[src/rtl/countdown_timer_pkg.sv]
// Shared definitions for the countdown timer blocks: FSM encoding and BCD preset clamps.
package countdown_timer_pkg;

  typedef enum logic [1:0] {
    ST_IDLE  = 2'd0,
    ST_RUN   = 2'd1,
    ST_PAUSE = 2'd2,
    ST_ALARM = 2'd3
  } state_t;

  localparam logic [3:0] ONES_MAX = 4'd9;
  localparam logic [2:0] TENS_MAX = 3'd5;

  // Out-of-range presets saturate to the largest legal digit.
  function automatic logic [3:0] clamp_ones(input logic [3:0] v);
    return (v > ONES_MAX) ? ONES_MAX : v;
  endfunction

  function automatic logic [2:0] clamp_tens(input logic [2:0] v);
    return (v > TENS_MAX) ? TENS_MAX : v;
  endfunction

endpackage

[src/rtl/countdown_timer_tick_gen.sv]
// Prescaler: counts CLK_FREQ cycles while enabled and pulses TICK on the last one.
module tick_gen #(
  parameter int CLK_FREQ = 125_000_000
) (
  input  logic CLK,
  input  logic RST,
  input  logic EN,
  output logic TICK
);

  localparam int W = (CLK_FREQ > 1) ? $clog2(CLK_FREQ) : 1;
  localparam logic [W-1:0] LAST = W'(CLK_FREQ - 1);

  logic [W-1:0] cnt;

  // Dropping EN clears the count, so re-enabling always starts a full period.
  always_ff @(posedge CLK) begin
    if (RST || !EN) begin
      cnt <= '0;
    end else if (cnt == LAST) begin
      cnt <= '0;
    end else begin
      cnt <= cnt + W'(1);
    end
  end

  assign TICK = EN && (cnt == LAST);

endmodule

[src/rtl/countdown_timer.sv]
// MM:SS-style seconds countdown (00-59) with pause, expiry pulse and a timed alarm.
module countdown_timer
  import countdown_timer_pkg::*;
#(
  parameter int CLK_FREQ  = 125_000_000,
  parameter int ALARM_SEC = 5
) (
  input  logic       CLK,
  input  logic       RST,
  input  logic       LOAD,
  input  logic [3:0] SET_1S,
  input  logic [2:0] SET_10S,
  input  logic       START,
  output logic [3:0] NUM_1S,
  output logic [2:0] NUM_10S,
  output logic       RUNNING,
  output logic       DONE,
  output logic       ALARM,
  output state_t     state_dbg
);

  localparam int AW = (ALARM_SEC > 0) ? $clog2(ALARM_SEC + 1) : 1;
  localparam logic [AW-1:0] ALARM_LAST = AW'(ALARM_SEC - 1);

  state_t          state_q, state_d;
  logic [AW-1:0]   alarm_cnt_q, alarm_cnt_d;
  logic [3:0]      ones_d;
  logic [2:0]      tens_d;
  logic            done_d;
  logic            tick_en;
  logic            tick;

  // Prescaler runs only while counting down or timing the alarm; a pause or a
  // load drops the enable in the same cycle so the prescaler restarts from zero.
  assign tick_en = ((state_q == ST_RUN) && START) || ((state_q == ST_ALARM) && !LOAD);

  tick_gen #(.CLK_FREQ(CLK_FREQ)) u_tick_gen (
    .CLK  (CLK),
    .RST  (RST),
    .EN   (tick_en),
    .TICK (tick)
  );

  always_comb begin
    state_d     = state_q;
    ones_d      = NUM_1S;
    tens_d      = NUM_10S;
    alarm_cnt_d = alarm_cnt_q;
    done_d      = 1'b0;
    case (state_q)
      ST_IDLE: begin
        if (LOAD) begin
          ones_d = clamp_ones(SET_1S);
          tens_d = clamp_tens(SET_10S);
        end else if (START && ((NUM_1S != 4'd0) || (NUM_10S != 3'd0))) begin
          state_d = ST_RUN;
        end
      end
      ST_RUN: begin
        // START low wins over a coincident tick: no decrement on the way to PAUSE.
        if (!START) begin
          state_d = ST_PAUSE;
        end else if (tick) begin
          if (NUM_1S == 4'd0) begin
            ones_d = 4'd9;
            tens_d = NUM_10S - 3'd1;
          end else begin
            ones_d = NUM_1S - 4'd1;
            if ((NUM_1S == 4'd1) && (NUM_10S == 3'd0)) begin
              done_d      = 1'b1;
              state_d     = ST_ALARM;
              alarm_cnt_d = '0;
            end
          end
        end
      end
      ST_PAUSE: begin
        if (LOAD) begin
          ones_d  = clamp_ones(SET_1S);
          tens_d  = clamp_tens(SET_10S);
          state_d = ST_IDLE;
        end else if (START) begin
          state_d = ST_RUN;
        end
      end
      ST_ALARM: begin
        if (LOAD) begin
          ones_d      = clamp_ones(SET_1S);
          tens_d      = clamp_tens(SET_10S);
          alarm_cnt_d = '0;
          state_d     = ST_IDLE;
        end else if (tick) begin
          if (alarm_cnt_q == ALARM_LAST) begin
            alarm_cnt_d = '0;
            state_d     = ST_IDLE;
          end else begin
            alarm_cnt_d = alarm_cnt_q + AW'(1);
          end
        end
      end
      default: state_d = ST_IDLE;
    endcase
  end

  always_ff @(posedge CLK) begin
    if (RST) begin
      state_q     <= ST_IDLE;
      alarm_cnt_q <= '0;
      NUM_1S      <= 4'd0;
      NUM_10S     <= 3'd0;
      RUNNING     <= 1'b0;
      DONE        <= 1'b0;
      ALARM       <= 1'b0;
    end else begin
      state_q     <= state_d;
      alarm_cnt_q <= alarm_cnt_d;
      NUM_1S      <= ones_d;
      NUM_10S     <= tens_d;
      RUNNING     <= (state_d == ST_RUN);
      DONE        <= done_d;
      ALARM       <= (state_d == ST_ALARM);
    end
  end

  assign state_dbg = state_q;

endmodule
[config.mk]
export PLATFORM = sky130hd
export DESIGN_NAME = countdown_timer
export DESIGN_NICKNAME = d
export VERILOG_FILES = /design/src/rtl/countdown_timer_pkg.sv /design/src/rtl/countdown_timer_tick_gen.sv /design/src/rtl/countdown_timer.sv
export SDC_FILE = /design/constraint.sdc
export NUM_CORES = 1
export LEC_CHECK = 0
export CORE_UTILIZATION = 56
export CTS_CLUSTER_SIZE = 30
export DETAILED_ROUTE_END_ITERATION = 12
export MAX_ROUTING_LAYER = met4
export PLACE_DENSITY = 0.88
export SETUP_SLACK_MARGIN = 0.2
export SLEW_MARGIN = 10
export SYNTH_ARGS = -nofsm -noshare
export SYNTH_HDL_FRONTEND = slang
export SYNTH_SLANG_ARGS = --single-unit
[constraint.sdc]
create_clock -name CLK -period 2.6 [get_ports CLK]
set_clock_uncertainty 0.05 [all_clocks]
set_input_delay 0.39 -clock CLK [delete_from_list [all_inputs] [get_ports CLK]]
set_output_delay 0.39 -clock CLK [all_outputs]
set_load 0.01 [all_outputs]
==> results.sh <==
export IMPL_fp_dieH_um=64.73
export IMPL_synthFlopType="dfxtp_1"
export IMPL_final_common_cell="nor2_1"
export IMPL_avgRoutedWirePerCell_um=13.95
export IMPL_ys_ff_latch=42
export IMPL_area_growth_pct=16.70
export IMPL_die_area_um2=4189
export IMPL_syn_nets=279
export IMPL_cts_tree="done"
export IMPL_clock_path_buffers=2
export IMPL_grt_pass1_vias=1807
export IMPL_synth_cells=263
export IMPL_cap_violations=0
export IMPL_yosysTopAreaCell="dfxtp_1"
export IMPL_hpwl_mm=3.430
export IMPL_portBuffers=22
export IMPL_synthesis_area_um2=2203
export IMPL_synth_enable_flop_cells=0
export IMPL_finalSetupTns_ps=0
export IMPL_worst_slew_pin_slew_ps=476.1
export IMPL_crit_path_max_incr_delay_ps=510
export IMPL_first_pass_iters=4
export IMPL_ys_warn_count=0
export IMPL_cp_end_kind="flop"
export IMPL_cp_max_fo=3
export IMPL_post_route_period_util_pct=84.05
export IMPL_fillers=292
export IMPL_root_buffer="clkbuf_8"
export IMPL_clkTransAtPathRegs_ps=70
export IMPL_drive_gt1_share_pct=8.966
export IMPL_track_usage_pct=24.83
export IMPL_cp_top_family="simple AND/OR/NAND/NOR gates"
export IMPL_yosys_area_top_type_share_pct=38.16
export IMPL_place_area_um2=2480
export IMPL_finalHoldViolations=0
export IMPL_initial_utilization_pct=59.29
export IMPL_final_cell_mix="44 x nor2_1, 42 x dfxtp_1, 22 x clkdlybuf4s50_1"
export IMPL_ios=23
export IMPL_via_per_inst=5.926
export IMPL_ctsResizeCount=0
export IMPL_die_w_um=64.73
export IMPL_power_density_nw_per_um2=474.7
export IMPL_fin_nets=305
export IMPL_htreeDepth=2
export IMPL_ctsHoldBuffers=0
export IMPL_drv_slew=0
export IMPL_post_cts_buffers=0
export IMPL_vias=2003
export IMPL_ant_nets=0
export IMPL_syn_avg_cell_area_um2=8.378
export IMPL_setup_viol=0
export IMPL_path_class="reg2reg"
export IMPL_netlist_top_cells_area="dfxtp_1 38%, nor2_1 7.5%, xor2_1 6.0%"
export IMPL_antenna_found_initial=0
export IMPL_clock_latency_ps=300
export IMPL_worst_hold_path_type="reg2reg"
export IMPL_synthDistinctLibCells=50
export IMPL_grt_ovfl_total=0
export IMPL_status="completed"
export IMPL_required_ps=2740
export IMPL_cts_sinks=42
export IMPL_core_area_um2=3716
export IMPL_fp_row_count=22
export IMPL_rsz0062_at_grt="false"
export IMPL_wl_mm=4.714
export IMPL_critPathSlowestCell="or4b_1"
export IMPL_grt_first_pass_wirelength_mm=7.928
export IMPL_final_area_um2=2571
export IMPL_crit_chain="inv_1, ha_1, or4b_4, or4b_1, o32ai_2, nor2_1, and2_1"
export IMPL_fin_util_pct=69.19
export IMPL_drt_first_iter_violations=161
export IMPL_p_total_mw=1.220
export IMPL_drcViolationCount=0
export IMPL_worst_hold_slack_ps=400.6
export IMPL_max_freq_mhz=457.6
export IMPL_startpoint_type="flop"
export IMPL_final_min_clock_period_ps=2185
export IMPL_antenna_cells=0
export IMPL_numCtsBuffers=5
export IMPL_ir_worst_vdd_uv=398.8
export IMPL_gp_congestion=0.8958
export IMPL_critPathArrivalTime_ps=2330
export IMPL_grt_max_degree=27
export IMPL_synthArstFlopShare_pct=0
export IMPL_crit_buf_inv=1
export IMPL_ys_seq_area_share_pct=38.16
export IMPL_p_leak_nw=0.8824
export IMPL_slew_headroom_pct=68.26
[flip-flops by register name, summed over array words and instances (netlist names)]
name            cells
alarm_cnt_q         3
DONE                1
u_tick_gen.cnt     27
NUM_1S              4
ALARM               1
NUM_10S             3
RUNNING             1
state_dbg           2
[worst paths after layout]
kind,start,to,slack (ps),cells past startpoint
setup reg to reg,NUM_10S[0]$_SDFFE_PP0P_,RUNNING$_SDFF_PP0_,410,7
setup / recovery,NUM_10S[0]$_SDFFE_PP0P_,RUNNING$_SDFF_PP0_,410,7
hold reg to reg,u_tick_gen.cnt[0]$_SDFF_PP0_,u_tick_gen.cnt[0]$_SDFF_PP0_,400,1
hold / removal,u_tick_gen.cnt[0]$_SDFF_PP0_,u_tick_gen.cnt[0]$_SDFF_PP0_,400,1
[synth_stat cells (all sizes together) (3+ instances only)]
cell type,instances
xnor2,9
a21oi,6
xor2,15
dfxtp,42
and4,5
inv,10
nor3,5
nor4b,4
and3,8
clkbuf,5
nor2,44
and2,3
nand4,12
a31oi,6
ha,5
o21ai,9
nand3,11
buf,5
or2,4
nor4,6
nand2,18
[metrics by stage]
stage	instances	worst slack, ps
CTS	338	418.2
floorplan	263	525.8
detailed placement	330	400.8
global route	338	288.0
global placement	330	418.6
finish	338	414.8
[area by class of cell]
class                           count  area [µm²]  area share, %
Clock inverter                      1       5.005         0.1946
Sequential cell                    42       840.8          32.70
Timing Repair Buffer               29       272.8          10.61
Clock buffer                        7       86.33          3.358
Inverter                           10       37.54          1.460
Multi-Input combinational cell    201        1269          49.34
Tap cell                           48       60.06          2.336
[kinds of logic (layout without fill, tap and decap cells)]
kind of cell	Yosys count	in the layout	share of synthesized area, %
xor gates and xnor gates	24	24	9.540
DFF	42	42	38.16
and+or+nand+nor	133	133	32.59
buffers and inverters	20	47	4.259
adders and majority gates	5	5	2.839
AOI/OAI and AO/OA	37	37	11.70
muxes	2	2	0.9086
[worst register-to-register path: stages, from the launching register on]
cell     delay (ps)
dfxtp_1         320
inv_1           110
ha_1            160
or4b_4          460
or4b_1          510
o32ai_2         210
nor2_1          100
and2_1          160
[power breakdown]
part,switching (mW),internal [mW],leakage [nW]
combinational,0.0568,0.0644,0.494
clock,0.219,0.214,0.0482
sequential,0.0126,0.654,0.340
total,0.288,0.932,0.882
[routing by layer]
| metal | track usage (%) | share of wire, % |
|---|---|---|
| met4 | 9.444 | 0.76 |
| met5 | - | 0 |
| met2 | 39.32 | 46 |
| met3 | 4.754 | 5.7 |
| met1 | 31.15 | 48 |
No activity file was read; power rests on OpenSTA's default activity.
